### config.mk
export PLATFORM = sky130hd
export DESIGN_NAME = i2c_multi_target
export DESIGN_NICKNAME = d
export VERILOG_FILES = /design/src/rtl/i2c_multi_target.sv
export SDC_FILE = /design/constraint.sdc
export NUM_CORES = 1
export LEC_CHECK = 0
export CAP_MARGIN = 20
export CELL_PAD_IN_SITES_DETAIL_PLACEMENT = 0
export CELL_PAD_IN_SITES_GLOBAL_PLACEMENT = 1
export CORE_MARGIN = 3
export CORE_UTILIZATION = 52
export CTS_BUF_LIST = sky130_fd_sc_hd__clkbuf_8
export DETAILED_ROUTE_END_ITERATION = 10
export PLACE_DENSITY = 0.82
export SLEW_MARGIN = 10
export SYNTH_ARGS = -nofsm -noshare
export SYNTH_HDL_FRONTEND = slang
export SYNTH_SLANG_ARGS = --single-unit
### constraint.sdc
create_clock -name clk -period 2.75 [get_ports clk]
set_input_delay 0.4125 -clock clk [delete_from_list [all_inputs] [get_ports clk]]
set_output_delay 0.4125 -clock clk [all_outputs]
set_load 0.005 [all_outputs]
### src/rtl/i2c_multi_target.sv
// i2c_multi_target: I2C target answering NUM_TARGETS consecutive addresses, each with a byte bank and auto-increment pointer.
// Define I2C_GENERAL_CALL_EN to ACK general-call writes (address 0, W) and broadcast them to every bank.
module i2c_multi_target #(
    parameter int ADDR_WIDTH = 7,
    parameter int DATA_WIDTH = 8,
    parameter int NUM_TARGETS = 2,
    parameter logic [ADDR_WIDTH-1:0] BASE_ADDR = 7'h22,
    parameter int REG_DEPTH = 16,
    parameter int SYNC_STAGES = 2,
    localparam int PTR_W = $clog2(REG_DEPTH),
    localparam int TGT_W = NUM_TARGETS > 1 ? $clog2(NUM_TARGETS) : 1
) (
    input  logic                  clk,
    input  logic                  rst_n,
    input  logic                  scl_i,
    input  logic                  sda_i,
    output logic                  sda_oe,
    input  logic                  ld_valid,
    input  logic [TGT_W-1:0]      ld_target,
    input  logic [PTR_W-1:0]      ld_reg,
    input  logic [DATA_WIDTH-1:0] ld_data,
    output logic                  busy,
    output logic                  wr_strobe,
    output logic [TGT_W-1:0]      wr_target,
    output logic [PTR_W-1:0]      wr_reg,
    output logic [DATA_WIDTH-1:0] wr_data
);
    localparam int AW1 = ADDR_WIDTH + 1;
    localparam int SH_W = DATA_WIDTH > AW1 ? DATA_WIDTH : AW1;
    localparam int CNT_W = $clog2(SH_W + 1);
    localparam logic [CNT_W-1:0] ADDR_BITS = CNT_W'(AW1);
    localparam logic [CNT_W-1:0] BYTE_BITS = CNT_W'(DATA_WIDTH);

    typedef enum logic [3:0] {
        IDLE, ADDR, ADDR_ACK, PTR, PTR_ACK, WDATA, WDATA_ACK, RDATA, RACK, WAIT_STOP
    } state_e;

    state_e                  state_q, state_d;
    logic [SYNC_STAGES-1:0]  scl_sync_q, sda_sync_q;
    logic                    scl_prev_q, sda_prev_q;
    logic                    scl_s, sda_s, scl_rise, scl_fall, start_det, stop_det;
    logic [SH_W-1:0]         shift_q, shift_d;
    logic [CNT_W-1:0]        cnt_q, cnt_d;
    logic [DATA_WIDTH-1:0]   tx_q, tx_d;
    logic [TGT_W-1:0]        tgt_q, tgt_d;
    logic                    rw_q, rw_d, gc_q, gc_d, ack_q, ack_d, oe_q, oe_d, busy_q;
    logic                    wr_q, wr_d;
    logic [TGT_W-1:0]        wr_target_q, wr_target_d;
    logic [PTR_W-1:0]        wr_reg_q, wr_reg_d;
    logic [DATA_WIDTH-1:0]   wr_data_q, wr_data_d;
    logic                    ptr_load, ptr_inc;
    logic [PTR_W-1:0]        ptr_q [NUM_TARGETS];
    logic [DATA_WIDTH-1:0]   mem_q [NUM_TARGETS][REG_DEPTH];
    logic [ADDR_WIDTH-1:0]   addr;
    logic                    addr_hit, gc_hit, hit, addr_done, byte_done;
    logic [DATA_WIDTH-1:0]   cur_byte;

    assign scl_s     = scl_sync_q[SYNC_STAGES-1];
    assign sda_s     = sda_sync_q[SYNC_STAGES-1];
    assign scl_rise  = scl_s && !scl_prev_q;
    assign scl_fall  = !scl_s && scl_prev_q;
    assign start_det = scl_s && scl_prev_q && sda_prev_q && !sda_s;
    assign stop_det  = scl_s && scl_prev_q && !sda_prev_q && sda_s;

    assign addr      = shift_q[ADDR_WIDTH:1];
    assign addr_hit  = addr >= BASE_ADDR && {1'b0, addr} < {1'b0, BASE_ADDR} + AW1'(NUM_TARGETS);
`ifdef I2C_GENERAL_CALL_EN
    assign gc_hit    = addr == '0 && !shift_q[0];
`else
    assign gc_hit    = 1'b0;
`endif
    assign hit       = addr_hit || gc_hit;
    assign addr_done = cnt_q == ADDR_BITS;
    assign byte_done = cnt_q == BYTE_BITS;
    assign cur_byte  = mem_q[tgt_q][ptr_q[tgt_q]];

    assign sda_oe    = oe_q;
    assign busy      = busy_q;
    assign wr_strobe = wr_q;
    assign wr_target = wr_target_q;
    assign wr_reg    = wr_reg_q;
    assign wr_data   = wr_data_q;

    always_ff @(posedge clk or negedge rst_n) begin
        if (!rst_n) state_q <= IDLE;
        else        state_q <= state_d;
    end

    always_comb begin
        state_d = state_q;
        if (start_det) state_d = ADDR;
        else if (stop_det) state_d = IDLE;
        else if (scl_fall) begin
            case (state_q)
                ADDR:      if (addr_done) state_d = hit ? ADDR_ACK : WAIT_STOP;
                ADDR_ACK:  state_d = rw_q ? RDATA : PTR;
                PTR:       if (byte_done) state_d = PTR_ACK;
                PTR_ACK:   state_d = WDATA;
                WDATA:     if (byte_done) state_d = WDATA_ACK;
                WDATA_ACK: state_d = WDATA;
                RDATA:     if (byte_done) state_d = RACK;
                RACK:      state_d = ack_q ? RDATA : WAIT_STOP;
                default:   state_d = state_q;
            endcase
        end
    end

    // Bits are captured on SCL rise; SDA drive decisions are made on SCL fall.
    always_comb begin
        shift_d     = shift_q;
        cnt_d       = cnt_q;
        tx_d        = tx_q;
        tgt_d       = tgt_q;
        rw_d        = rw_q;
        gc_d        = gc_q;
        ack_d       = ack_q;
        oe_d        = oe_q;
        wr_d        = 1'b0;
        wr_target_d = wr_target_q;
        wr_reg_d    = wr_reg_q;
        wr_data_d   = wr_data_q;
        ptr_load    = 1'b0;
        ptr_inc     = 1'b0;
        if (start_det) begin
            cnt_d = '0;
            oe_d  = 1'b0;
            gc_d  = 1'b0;
        end else if (stop_det) begin
            oe_d = 1'b0;
        end else if (scl_rise) begin
            if (state_q inside {ADDR, PTR, WDATA}) begin
                shift_d = {shift_q[SH_W-2:0], sda_s};
                cnt_d   = cnt_q + 1'b1;
            end
            if (state_q == RDATA) cnt_d = cnt_q + 1'b1;
            if (state_q == RACK) ack_d = !sda_s;
        end else if (scl_fall) begin
            case (state_q)
                ADDR: if (addr_done) begin
                    oe_d  = hit;
                    cnt_d = '0;
                    rw_d  = shift_q[0];
                    gc_d  = gc_hit;
                    tgt_d = gc_hit ? '0 : TGT_W'(addr - BASE_ADDR);
                end
                ADDR_ACK: begin
                    cnt_d = '0;
                    tx_d  = cur_byte;
                    oe_d  = rw_q && !cur_byte[DATA_WIDTH-1];
                end
                PTR: if (byte_done) begin
                    oe_d     = 1'b1;
                    cnt_d    = '0;
                    ptr_load = 1'b1;
                end
                PTR_ACK, WDATA_ACK: oe_d = 1'b0;
                WDATA: if (byte_done) begin
                    oe_d        = 1'b1;
                    cnt_d       = '0;
                    wr_d        = 1'b1;
                    wr_target_d = tgt_q;
                    wr_reg_d    = ptr_q[tgt_q];
                    wr_data_d   = shift_q[DATA_WIDTH-1:0];
                end
                RDATA: begin
                    tx_d    = tx_q << 1;
                    oe_d    = byte_done ? 1'b0 : !tx_q[DATA_WIDTH-2];
                    cnt_d   = byte_done ? '0 : cnt_q;
                    ptr_inc = byte_done;
                end
                RACK: begin
                    cnt_d = '0;
                    tx_d  = cur_byte;
                    oe_d  = ack_q && !cur_byte[DATA_WIDTH-1];
                end
                default: oe_d = 1'b0;
            endcase
        end
    end

    always_ff @(posedge clk or negedge rst_n) begin
        if (!rst_n) begin
            scl_sync_q  <= '1;
            sda_sync_q  <= '1;
            scl_prev_q  <= 1'b1;
            sda_prev_q  <= 1'b1;
            shift_q     <= '0;
            cnt_q       <= '0;
            tx_q        <= '0;
            tgt_q       <= '0;
            rw_q        <= 1'b0;
            gc_q        <= 1'b0;
            ack_q       <= 1'b0;
            oe_q        <= 1'b0;
            busy_q      <= 1'b0;
            wr_q        <= 1'b0;
            wr_target_q <= '0;
            wr_reg_q    <= '0;
            wr_data_q   <= '0;
        end else begin
            scl_sync_q  <= {scl_sync_q[SYNC_STAGES-2:0], scl_i};
            sda_sync_q  <= {sda_sync_q[SYNC_STAGES-2:0], sda_i};
            scl_prev_q  <= scl_s;
            sda_prev_q  <= sda_s;
            shift_q     <= shift_d;
            cnt_q       <= cnt_d;
            tx_q        <= tx_d;
            tgt_q       <= tgt_d;
            rw_q        <= rw_d;
            gc_q        <= gc_d;
            ack_q       <= ack_d;
            oe_q        <= oe_d;
            busy_q      <= start_det ? 1'b1 : stop_det ? 1'b0 : busy_q;
            wr_q        <= wr_d;
            wr_target_q <= wr_target_d;
            wr_reg_q    <= wr_reg_d;
            wr_data_q   <= wr_data_d;
        end
    end

    // I2C writes come after the preload so they win on a same-byte collision.
    always_ff @(posedge clk or negedge rst_n) begin
        if (!rst_n) begin
            for (int t = 0; t < NUM_TARGETS; t++) begin
                ptr_q[t] <= '0;
                for (int r = 0; r < REG_DEPTH; r++) mem_q[t][r] <= '0;
            end
        end else begin
            if (ld_valid && int'(ld_target) < NUM_TARGETS) mem_q[ld_target][ld_reg] <= ld_data;
            for (int t = 0; t < NUM_TARGETS; t++) begin
                if (wr_q && (gc_q || wr_target_q == TGT_W'(t))) mem_q[t][wr_reg_q] <= wr_data_q;
                if (ptr_load && (gc_q || tgt_q == TGT_W'(t)))
                    ptr_q[t] <= shift_q[PTR_W-1:0];
                else if ((ptr_inc && tgt_q == TGT_W'(t)) || (wr_q && (gc_q || wr_target_q == TGT_W'(t))))
                    ptr_q[t] <= ptr_q[t] + 1'b1;
            end
        end
    end
endmodule

## After elaboration in Yosys (flattened, before gate mapping)

Cells that the tools add are included.

| storage, ports and cells | value |
|---|---|
| word-level logic and storage cells | 228 |
| bits in registers | 313 |

| cells by class | value |
|---|---|
| reduce and logical (&&, ||, !) cells | 56 |
| $lt $le $gt $ge | 10 |
| bitwise logic cells | 10 |
| add/sub/neg operators | 4 |
| muxes and demuxes | 77 |
| eq/ne operators | 19 |

Operator list:

| operator | number |
|---|---|
| 128-bit two-way mux | 6 |
| 128-bit bitwise mux | 2 |
| 256-bit bitwise mux | 1 |
| 256-bit two-way mux | 1 |
| 128-bit demux with 1-bit select | 1 |
| 4-bit two-way mux | 23 |
| 8-bit demux with 4-bit select | 2 |
| 8-bit binary-select mux with 4-bit select | 1 |
| 8-bit two-way mux | 4 |
| 1-bit two-way mux | 31 |
| 4-bit one-hot mux with 7 select lines | 1 |
| 1-bit logical AND | 19 |
| 6-bit AND reduction | 3 |
| 4-bit by 3-bit == test with 1-bit output (second input constant) | 4 |
| 4-bit inequality test (second input constant) | 4 |
| 5-bit greater-or-equal comparator (second input constant) | 3 |
| 4-bit NOT with 5-bit output | 3 |
| 5-bit AND reduction | 3 |
| 7-bit one-hot mux with 2 select lines | 1 |
| 2-bit nonzero test | 7 |
| 4-bit by 1-bit adder with 4-bit output (second input constant) | 3 |
| 4-bit by 1-bit inequality test with 1-bit output (second input constant) | 3 |
| 4-bit AND reduction | 3 |
| 5-bit by 1-bit less-than comparator with 1-bit output (second input constant) | 2 |
| 23 further kinds | 45 |

## Longest topological paths before layout

| depth | value |
|---|---|
| depth in word-level cells | 15 |
| mapped depth | 9 |
| gate-level depth less buffers | 7 |

## Worst setup path before layout

OpenSTA, ideal clock, no wires.

| path | value |
|---|---|
| kind | reg2reg |
| from | register scl_prev_q |
| to | register wr_data_q[6], in the netlist wr_data[6] |
| data required time | 2622 ps |
| arrival | 2210 ps |
| clock period less this slack | 2337 ps |
| cell stages (with the launch flop) | 9 |
| slack | 413 ps |
| path buffers | 2 |
| cells stage by stage | dfstp_2 -> inv_1 -> ha_1 -> clkbuf_1 -> nand2b_1 -> a2111oi_4 -> nand3b_2 -> buf_2 -> mux2_1 |

| on the way | value |
|---|---|
| word-level cells in the longest chain between the ends | 5 |
| elaborated cells between the ends (all ways) | 12 |

RTL lines:

| what | RTL line | RTL |
|---|---|---|
| start, declared | 40 | `logic scl_prev_q, sda_prev_q;` |
| start signal, assigned | 203 | `scl_prev_q <= scl_s;` |
| 1-bit logical AND | 62, 63 |  |
| 1-bit logical AND (on tied branches) (2 in a row) | 63, 62 |  |
| 1-bit NOT (no line) | -- |  |
| 6-bit AND reduction (no line) * | -- |  |
| end signal, assigned | 217 | `wr_data_q <= wr_data_d;` |
| end, declared | 50 | `logic [DATA_WIDTH-1:0] wr_data_q, wr_data_d;` |

Mark *: on every way between the ends. The rest lies on a longest branch, timed or not.
A chain may end at the register's enable or synchronous reset.

## Worst setup path after layout

| path | value |
|---|---|
| from | register ptr_q[0] (netlist name) |
| to | register tx_q[1] |

| on the way | value |
|---|---|
| word-level cells in the longest chain between the ends | 8 |

RTL lines:

| what | RTL line | RTL |
|---|---|---|
| start, declared | 52 | `logic [PTR_W-1:0] ptr_q [NUM_TARGETS];` |
| start signal, assigned by index | 233 | `ptr_q[t] <= shift_q[PTR_W-1:0];` |
| start signal, assigned by index | 235 | `ptr_q[t] <= ptr_q[t] + 1'b1;` |
| 4-bit two-way mux (not written as such) (3 in a row) | 75 | `assign cur_byte = mem_q[tgt_q][ptr_q[tgt_q]];` |
| 4-bit NOT with 5-bit output (not written as such) | 75 |  |
| 8-bit binary-select mux with 4-bit select | 75 |  |
| 8-bit two-way mux (not written as such) (2 in a row) | 75 |  |
| 7-bit one-hot mux with 2 select lines | 138 | `case (state_q)` |
| end signal, assigned | 207 | `tx_q <= tx_d;` |
| end, declared | 44 | `logic [DATA_WIDTH-1:0] tx_q, tx_d;` |

Every way passes these cells. The select of a mux whose other input is x is not followed.

==> flow_metrics.env <==
export IMPL_outcome="complete, no violations"
export IMPL_async_flop_share=1.00
export IMPL_setup_ws_ns=0.0366
export IMPL_syn_to_final_growth_pct=13.3
export IMPL_synth_top_cell_by_area="dfrtp_1"
export IMPL_hpwl_um=36100
export IMPL_portBuffers=33
export IMPL_yosys_warnings=0
export IMPL_worst_setup_path_start_kind="flip-flop"
export IMPL_vias=14000
export IMPL_final_hold_viol_count=0
export IMPL_synth_cell_types=85
export IMPL_setup_viol=0
export IMPL_cts_buffers_inserted=55
export IMPL_ant_nets=0
export IMPL_hold_depth=1
export IMPL_fin_cells=2293
export IMPL_slew_viol_final=0
export IMPL_end_kind="flip-flop"
export IMPL_largest_register_ff_count=256
export IMPL_htreeDepth=2
export IMPL_leakage_uw=0.00876
export IMPL_finalSetupTns_ns=0
export IMPL_synthFlopType="dfrtp_1"
export IMPL_core_um2=32800
export IMPL_clock_latency_ns=0.61
export IMPL_mostFrequentLayoutCell="mux2i_1"
export IMPL_die_area_um2=35800
export IMPL_overflow=0
export IMPL_dp_slack_ns=-0.153
export IMPL_grt_setup_unrepaired="no"
export IMPL_grt_max_degree=79
export IMPL_grt_pass1_vias=14000
export IMPL_clock_sinks=312
export IMPL_root_buffer="clkbuf_8"
export IMPL_firstDrtPassIters=6
export IMPL_fmax_ghz=0.369
export IMPL_relSlewSlack=0.374
export IMPL_antenna_found_initial=0
export IMPL_fin_crit_ns=2.71
export IMPL_crit_fanout=15
export IMPL_netlist_top_cells_area="dfrtp_1 (44%), mux2i_1 (18%), a21oi_1 (4.6%)"
export IMPL_gp_congestion=0.962
export IMPL_final_util=0.604
export IMPL_synth_avg_cell_area_um2=9.94
export IMPL_wl_per_cell_um=24.3
export IMPL_rr_worst_depth=7
export IMPL_pin_count=34
export IMPL_place_inst=2189
export IMPL_layout_common_cells="mux2i_1 (320), dfrtp_1 (303), nand2_1 (178)"
export IMPL_rows=66
export IMPL_min_path_type="input port to flip-flop"
export IMPL_fillCellCount=2835
export IMPL_start_util=0.533
export IMPL_grt_pass1_wl_um=86000
export IMPL_die_height_um=189
export IMPL_regMostFlops="mem_q"
export IMPL_cts_setup_buffers=0
export IMPL_synthCells=1758
export IMPL_synth_nets=1783
export IMPL_diodes=0
export IMPL_synth_yosys_seq_area_share=0.447
export IMPL_clock_skew_ns=0.0264
export IMPL_drt_wl_total_um=55600
export IMPL_p_per_area_nw_per_um2=604
export IMPL_cts_tree="yes"
export IMPL_period_share=0.987
export IMPL_crit_required_ns=3.23
export IMPL_netlist_area_um2=17500
export IMPL_worst_pin_slew_ns=0.937
export IMPL_maxCapViolations=0
export IMPL_drtIter0Drc=1356
export IMPL_routed_via_density=6.09
export IMPL_cts_buffer_depth=3
export IMPL_clkSlewWorstSetupHoldPaths_ns=0.07
export IMPL_synth_edff_count=0
export IMPL_drive_gt1_frac=0.161
export IMPL_drt_drc_violations_left=0
export IMPL_final_nets=1830
export IMPL_ir_worst_vdd_mv=0.360
export IMPL_critPathKind="flip-flop to flip-flop"
export IMPL_die_w_um=189
export IMPL_arrival_ns=3.19
export IMPL_netlist_area_leader_share=0.438
export IMPL_synth_seq_cells=312
export IMPL_track_usage=0.314
area by class of cell:
| class | instances | area (um^2) | area share |
|---|---|---|---|
| Sequential cell | 312 | 7820 | 0.395 |
| Clock buffer | 75 | 1030 | 0.0522 |
| Tap cell | 442 | 553 | 0.0279 |
| Inverter | 9 | 33.8 | 0.00171 |
| Clock inverter | 28 | 155 | 0.00784 |
| Multi-Input combinational cell | 1297 | 9020 | 0.456 |
| Timing Repair Buffer | 130 | 1180 | 0.0596 |
per-layer routing:
layer | vias up | share of wire | global-route usage
met4 | 0 | 0.049 | 0.136
met3 | 153 | 0.074 | 0.0541
li1 | 6364 | - | -
met5 | - | 0 | 0
met2 | 585 | 0.45 | 0.489
met1 | 6867 | 0.42 | 0.434
final timing paths:
kind | from | to | slack [ns]
worst min-delay path | scl_i | scl_sync_q[0] | 0.24
worst max-delay path | ptr_q[0] | tx_q[1] | 0.04
max in group asynchronous | rst_n | tx_q[5] | 1.52
worst max register to register | ptr_q[0] | tx_q[1] | 0.04
worst min register to register | scl_sync_q[0] | scl_sync_q[1] | 0.35
min in group asynchronous | rst_n | state_q[3] | 0.35
critical path, cell delays in order (launching register included):
cell and delay, ns:
dfrtp_2 0.70, buf_4 0.28, mux2i_1 0.24, o22a_1 0.19, o2111ai_1 0.19, a2111oi_0 0.71, buf_4 0.23, nor3_1 0.04
cell usage after synthesis, types with 6 or more instances:
cell type / number
and2_1: 6
dfrtp_1: 306
nor2b_1: 23
nand2b_1: 12
nand3b_1: 6
nor3_1: 14
mux4_2: 20
o22ai_1: 19
nand3_1: 21
buf_2: 12
nand4_1: 7
clkbuf_1: 110
dfstp_2: 6
o21ai_0: 140
ha_1: 7
buf_1: 7
inv_1: 9
mux2_2: 48
nor2_2: 12
a32oi_1: 7
nand2_1: 178
nor2_1: 176
mux2i_1: 321
or3_1: 7
a21oi_1: 159
per-stage QoR:
stage	instance area, um^2	hold slack [ns]	total power, uW
floorplan	17500	0.117	6820
CTS	19800	0.213	12000
detailed placement	18600	0.348	7480
finish	19800	0.239	12000
global route	19800	0.223	12500
global placement	18600	0.352	7380
power breakdown:
| part | total (uW) | internal [uW] | switching (uW) |
|---|---|---|---|
| registers | 5780 | 5340 | 437 |
| logic | 1640 | 781 | 858 |
| clock network | 4540 | 2520 | 2020 |
timing repair:
| action | CTS | global route |
|---|---|---|
| resized for setup | 0 | 1 |
| hold buffers | 1 | 0 |
| setup endpoints to repair | 0 | 1 |
| hold endpoints to repair | 53 | 0 |
logic make-up (layout without fill, tap and decap cells):
family | count (synthesis) | in the layout | synth area share
fa+ha+maj | 7 | 7 | 0.00501
buf+inv | 149 | 242 | 0.0371
mux | 394 | 394 | 0.247
simple gates | 501 | 501 | 0.130
compound gates | 390 | 390 | 0.130
flops | 312 | 312 | 0.447
xor+xnor | 5 | 5 | 0.00294
(Power assumes the default switching activity.)
